===== src/rtl/ir_beacon_tx.sv =====
// IR beacon carrier generator: continuous or mark/space bursts at FREQ_LO_HZ/FREQ_HI_HZ.
// Latency: ir_out rises 1 clk after enable is seen in IDLE; ir_out is registered.
// No backpressure: free-running once enabled; cycles and spaces always complete.
// Optional: define IR_TX_DUTY_EN to add duty_sel for a reduced carrier high time.
module ir_beacon_tx #(
  parameter int CLK_HZ       = 100000000,
  parameter int FREQ_LO_HZ   = 1000,
  parameter int FREQ_HI_HZ   = 10000,
  parameter int BURST_CYCLES = 8,
  parameter int GAP_CYCLES   = 8
) (
  input  logic       clk,
  input  logic       Reset,
  input  logic       enable,
  input  logic       freq_sel,
  input  logic       burst_en,
`ifdef IR_TX_DUTY_EN
  input  logic [1:0] duty_sel,
`endif
  output logic       ir_out,
  output logic       active,
  output logic       cycle_done,
  output logic       burst_done
);

  localparam int HALF_LO = CLK_HZ / (2 * FREQ_LO_HZ);
  localparam int HALF_HI = CLK_HZ / (2 * FREQ_HI_HZ);
  // Phase counter spans one full carrier period of the slow band.
  localparam int PW = $clog2(2 * HALF_LO + 1);
  localparam int CNT_MAX = (BURST_CYCLES > GAP_CYCLES) ? BURST_CYCLES : GAP_CYCLES;
  localparam int BW = $clog2(CNT_MAX + 1);

  localparam logic [PW-1:0] PER_LO = PW'(2 * HALF_LO);
  localparam logic [PW-1:0] PER_HI = PW'(2 * HALF_HI);
  localparam logic [BW-1:0] MARK_LAST = BW'(BURST_CYCLES - 1);
  localparam logic [BW-1:0] GAP_LAST  = BW'(GAP_CYCLES - 1);

  localparam logic [1:0] ST_IDLE  = 2'd0;
  localparam logic [1:0] ST_MARK  = 2'd1;
  localparam logic [1:0] ST_SPACE = 2'd2;

  logic [1:0]    state, state_n;
  logic [PW-1:0] phase, phase_n;
  logic [BW-1:0] cnt, cnt_n;
  logic [PW-1:0] last_ph;   // period-1 of the carrier currently in use
  logic [PW-1:0] hi_time;   // clocks of ir_out high per carrier period
  logic [PW-1:0] sel_per;   // period implied by the live freq_sel
  logic [PW-1:0] sel_hi;    // high time implied by the live selects
  logic [PW-1:0] hi_n;
  logic          load;      // capture selects into last_ph/hi_time
  logic          cycle_end;

  assign sel_per   = freq_sel ? PER_HI : PER_LO;
  assign cycle_end = (phase == last_ph);

`ifdef IR_TX_DUTY_EN
  logic [1:0]    duty_eff;
  logic [PW-1:0] duty_hi;

  // Shortened high time; duty_sel=3 folds onto 2 and the result never drops below 1 clk.
  always_comb begin
    duty_eff = (duty_sel == 2'd3) ? 2'd2 : duty_sel;
    duty_hi  = sel_per >> (duty_eff + 2'd1);
    sel_hi   = (duty_hi == '0) ? PW'(1) : duty_hi;
  end
`else
  assign sel_hi = sel_per >> 1;
`endif

  // Next-state: decisions are taken only on the last clock of a carrier period.
  always_comb begin
    state_n = state;
    phase_n = phase;
    cnt_n   = cnt;
    load    = 1'b0;
    if (state == ST_IDLE) begin
      if (enable) begin
        state_n = ST_MARK;
        phase_n = '0;
        cnt_n   = '0;
        load    = 1'b1;
      end
    end else if (!cycle_end) begin
      phase_n = phase + 1'b1;
    end else begin
      phase_n = '0;
      if (state == ST_MARK) begin
        if (!enable) begin
          state_n = ST_IDLE;
          cnt_n   = '0;
        end else if (burst_en && (cnt == MARK_LAST)) begin
          state_n = ST_SPACE;
          cnt_n   = '0;
        end else begin
          cnt_n = burst_en ? cnt + 1'b1 : '0;
          load  = 1'b1;
        end
      end else begin
        if (cnt == GAP_LAST) begin
          cnt_n = '0;
          if (enable) begin
            state_n = ST_MARK;
            load    = 1'b1;
          end else begin
            state_n = ST_IDLE;
          end
        end else begin
          cnt_n = cnt + 1'b1;
        end
      end
    end
  end

  assign hi_n = load ? sel_hi : hi_time;

  // State, counters and the registered LED drive; ir_out only moves at half boundaries.
  always_ff @(posedge clk or posedge Reset) begin
    if (Reset) begin
      state   <= ST_IDLE;
      phase   <= '0;
      cnt     <= '0;
      last_ph <= '0;
      hi_time <= '0;
      ir_out  <= 1'b0;
    end else begin
      state  <= state_n;
      phase  <= phase_n;
      cnt    <= cnt_n;
      ir_out <= (state_n == ST_MARK) && (phase_n < hi_n);
      if (load) begin
        last_ph <= sel_per - 1'b1;
        hi_time <= sel_hi;
      end
    end
  end

  assign active     = (state != ST_IDLE);
  assign cycle_done = active && cycle_end;
  assign burst_done = (state == ST_SPACE) && cycle_end && (cnt == GAP_LAST);

endmodule


===== config.mk =====
export PLATFORM = sky130hd
export DESIGN_NAME = ir_beacon_tx
export DESIGN_NICKNAME = d
export VERILOG_FILES = /design/src/rtl/ir_beacon_tx.sv
export SDC_FILE = /design/constraint.sdc
export NUM_CORES = 1
export LEC_CHECK = 0
export BUFFER_PORTS_ARGS = -buffer_cell sky130_fd_sc_hd__buf_4
export CAP_MARGIN = 20
export CORE_ASPECT_RATIO = 1.2
export CORE_MARGIN = 3
export CORE_UTILIZATION = 35
export DETAILED_ROUTE_END_ITERATION = 10
export SLEW_MARGIN = 20
export SYNTH_ARGS = -nofsm -noshare
export SYNTH_HDL_FRONTEND = slang
export SYNTH_SLANG_ARGS = --single-unit

===== constraint.sdc =====
create_clock -name clk -period 7.84 [get_ports clk]
set_clock_uncertainty 0.15 [all_clocks]
set_input_delay 1.176 -clock clk [delete_from_list [all_inputs] [get_ports clk]]
set_output_delay 1.176 -clock clk [all_outputs]
set_load 0.02 [all_outputs]

==> reports/metrics.cfg <==
[run_status]
status = finished, final reports clean

[synth]
synth.net_count = 291
synth_edf_count = 0
synthCells = 268
yosysMostFrequentCell = dfrtp_1
synth-seq-area-share = 0.420
yosys_most_used_dff = dfrtp_1
synth-warning-count = 0
yosys-top-cells-count = dfrtp_1 (44), ha_1 (18), nor2_1 (18)
ys_top_cells_by_area = dfrtp_1 (42%), ha_1 (8.6%), a21o_1 (4.9%)
netlist.top_cell.by_area = dfrtp_1
synth_top_area_frac = 0.420
syn_area_um2 = 2620
syn_avg_cell_area_um2 = 9.77
ys_seq_elements = 44
ys_types = 57
async_reset_ff_frac = 1.00

[finish]
syn2layout_area_growth_pct = 7.98
fillers = 700
layout-drive-gt1-share = 0.0952
nets = 295
diodes = 0
finish.instance_area_um2 = 2830

[global_route]
grt_use_total = 0.143
grt_max_degree = 45
grt_first_pass_wirelength_um = 9780
antenna_found_initial = 0
grt.overflow.total = 0
first_global_vias = 1969

[placed_design]
portBuffers = 8
place_area_um2 = 2710
hpwl_um = 4210
gp_congestion = 0.814

[power_and_ir_drop]
power_density_nw_per_um2 = 194
ir_worst_vdd_uv = 97.6
p_leak_nw = 1.32
total_power_w = 0.000548

[clock_network]
holdBufCountCts = 0
cts_tree = yes
clockBufferDepth = 2
cts_setup_buffers = 0
cts_resized = 0
insertion_delay_ns = 0.30
cts-root-buf = clkbuf_8
h-tree-depth = 2
cts_sinks = 44
numCtsBuffers = 5
clk_pin_slew_ns = 0.09

[detailed_routing]
routed_wl_um = 5710
drtIter0Drc = 165
avgViaCountPerCell = 5.72
post_drt_wl_per_cell_um = 15.9
drc_errors = 0
ant_nets = 0
drt_first_pass_iters = 4
vias = 2058

[setup_path]
crit_type = in -> reg
crit_top_cell = a221oi_1
slowest_stage = a221oi_1
worstSetupStartpointType = input pin
end_kind = flop
cp_data_required_time_ns = 7.89
r2r_slack_ns = 3.64
crit_chain = buf_4 > and3b_1 > a221oi_1 > nand2_4 > a21oi_1 > ha_1 > and2_0 > a221o_1 > a221oi_1 > o21ai_0 > a2111oi_2
worstPathMaxFanout = 31
slowest_delay_ns = 0.89
arrival_ns = 4.41

[timing]
period_needed_ns = 4.37
setup_viol = 0
hold_viol = 0
maxSlewHeadroom = 0.304
clock.fmax_ghz = 0.229
worstMarginPinSlew_ns = 1.04
final.setup.tns_ns = 0
period_share = 0.557
drv_slew = 0
rsz0062_at_grt = false

[run]
maxCapViolCount = 0

[floorplanning]
ios = 9
die_w_um = 85.0
rows = 33
start_util = 0.371
die_h_um = 101
fp.dieArea_um2 = 8560
core_area_um2 = 7060

[min_path]
hold_class = reg -> reg

[where the power goes]
group / internal, W / switching [W] / leakage, nW
Sequential: 0.000245 / 0.0000255 / 0.549
Combinational: 0.0000389 / 0.0000532 / 0.706
Clock: 0.000104 / 0.0000813 / 0.0614
[path summary, 6_finish.rpt]
kind,start,to,cells past startpoint
worst max-delay path,burst_en,ir_out$_DFF_PP0_,11
worst min-delay path,hi_time[8]$_DFF_PP0_,hi_time[8]$_DFF_PP0_,2
worst max register to register,phase[4]$_DFF_PP0_,ir_out$_DFF_PP0_,12
worst min register to register,hi_time[8]$_DFF_PP0_,hi_time[8]$_DFF_PP0_,2
max in group asynchronous,Reset,hi_time[15]$_DFF_PP0_,2
min in group asynchronous,Reset,hi_time[1]$_DFF_PP0_,2
[cell usage in the layout, fill, tap and decap left out, types with 9 or more instances in the layout]
cell type,Yosys,layout
ha_1,18,18
nand2_1,15,15
nand4_1,10,10
a21oi_1,16,16
nand3_1,11,11
a21o_1,17,17
nor2_1,18,18
inv_1,14,13
and2_1,9,9
buf_4,1,9
dfrtp_1,44,44
[layout make-up]
class,instances,area [µm²],area share
flip-flops and latches,44,1100,0.389
repair buffers,9,67.6,0.0239
inverters,14,52.6,0.0186
well taps,87,109,0.0385
clock buffers,6,82.6,0.0292
clock inverters,2,38.8,0.0137
multi-input cells,198,1380,0.487
[state kept, by name (all words and copies together), names as in the netlist]
| name | cells |
|---|---|
| phase | 17 |
| hi_time | 17 |
| cnt | 4 |
| last_ph | 3 |
| state | 2 |
| ir_out | 1 |
[worst max-delay path, delay by kind of cell]
family	cells	cell delay, ns
AO/OA/AOI/OAI	6	2.19
adder cells (fa/ha/maj)	1	0.25
buffers and inverters	1	0.12
AND/OR/NAND/NOR	3	0.68
[cells by family (layout without fill, tap and decap cells)]
logic type / Yosys count / after routing / synth area share
flops: 44 / 44 / 0.420
buf+inv: 26 / 31 / 0.0540
simple gates: 98 / 98 / 0.207
mux: 3 / 3 / 0.0139
xor+xnor: 5 / 5 / 0.0167
compound gates: 74 / 74 / 0.202
fa+ha+maj: 18 / 18 / 0.0860
[layer usage]
layer,GRT usage,wire length [µm],up-vias
li1,-,-,999
met1,0.197,2720,998
met2,0.221,2610,49
met3,0.0262,212,12
met4,0.0609,170,0
met5,0,0,-
[metrics by stage]
step	instances	setup WS, ns	hold slack (ns)	utilization
2_1_floorplan	268	3.72	0.267	-
3_3_place_gp	352	3.35	0.294	0.383
6_report	360	3.47	0.311	0.400
4_1_cts	360	3.45	0.319	0.400
3_5_place_dp	352	3.15	0.295	0.383
5_1_grt	360	3.04	0.363	0.400
No activity file was read; power rests on OpenSTA's default activity.
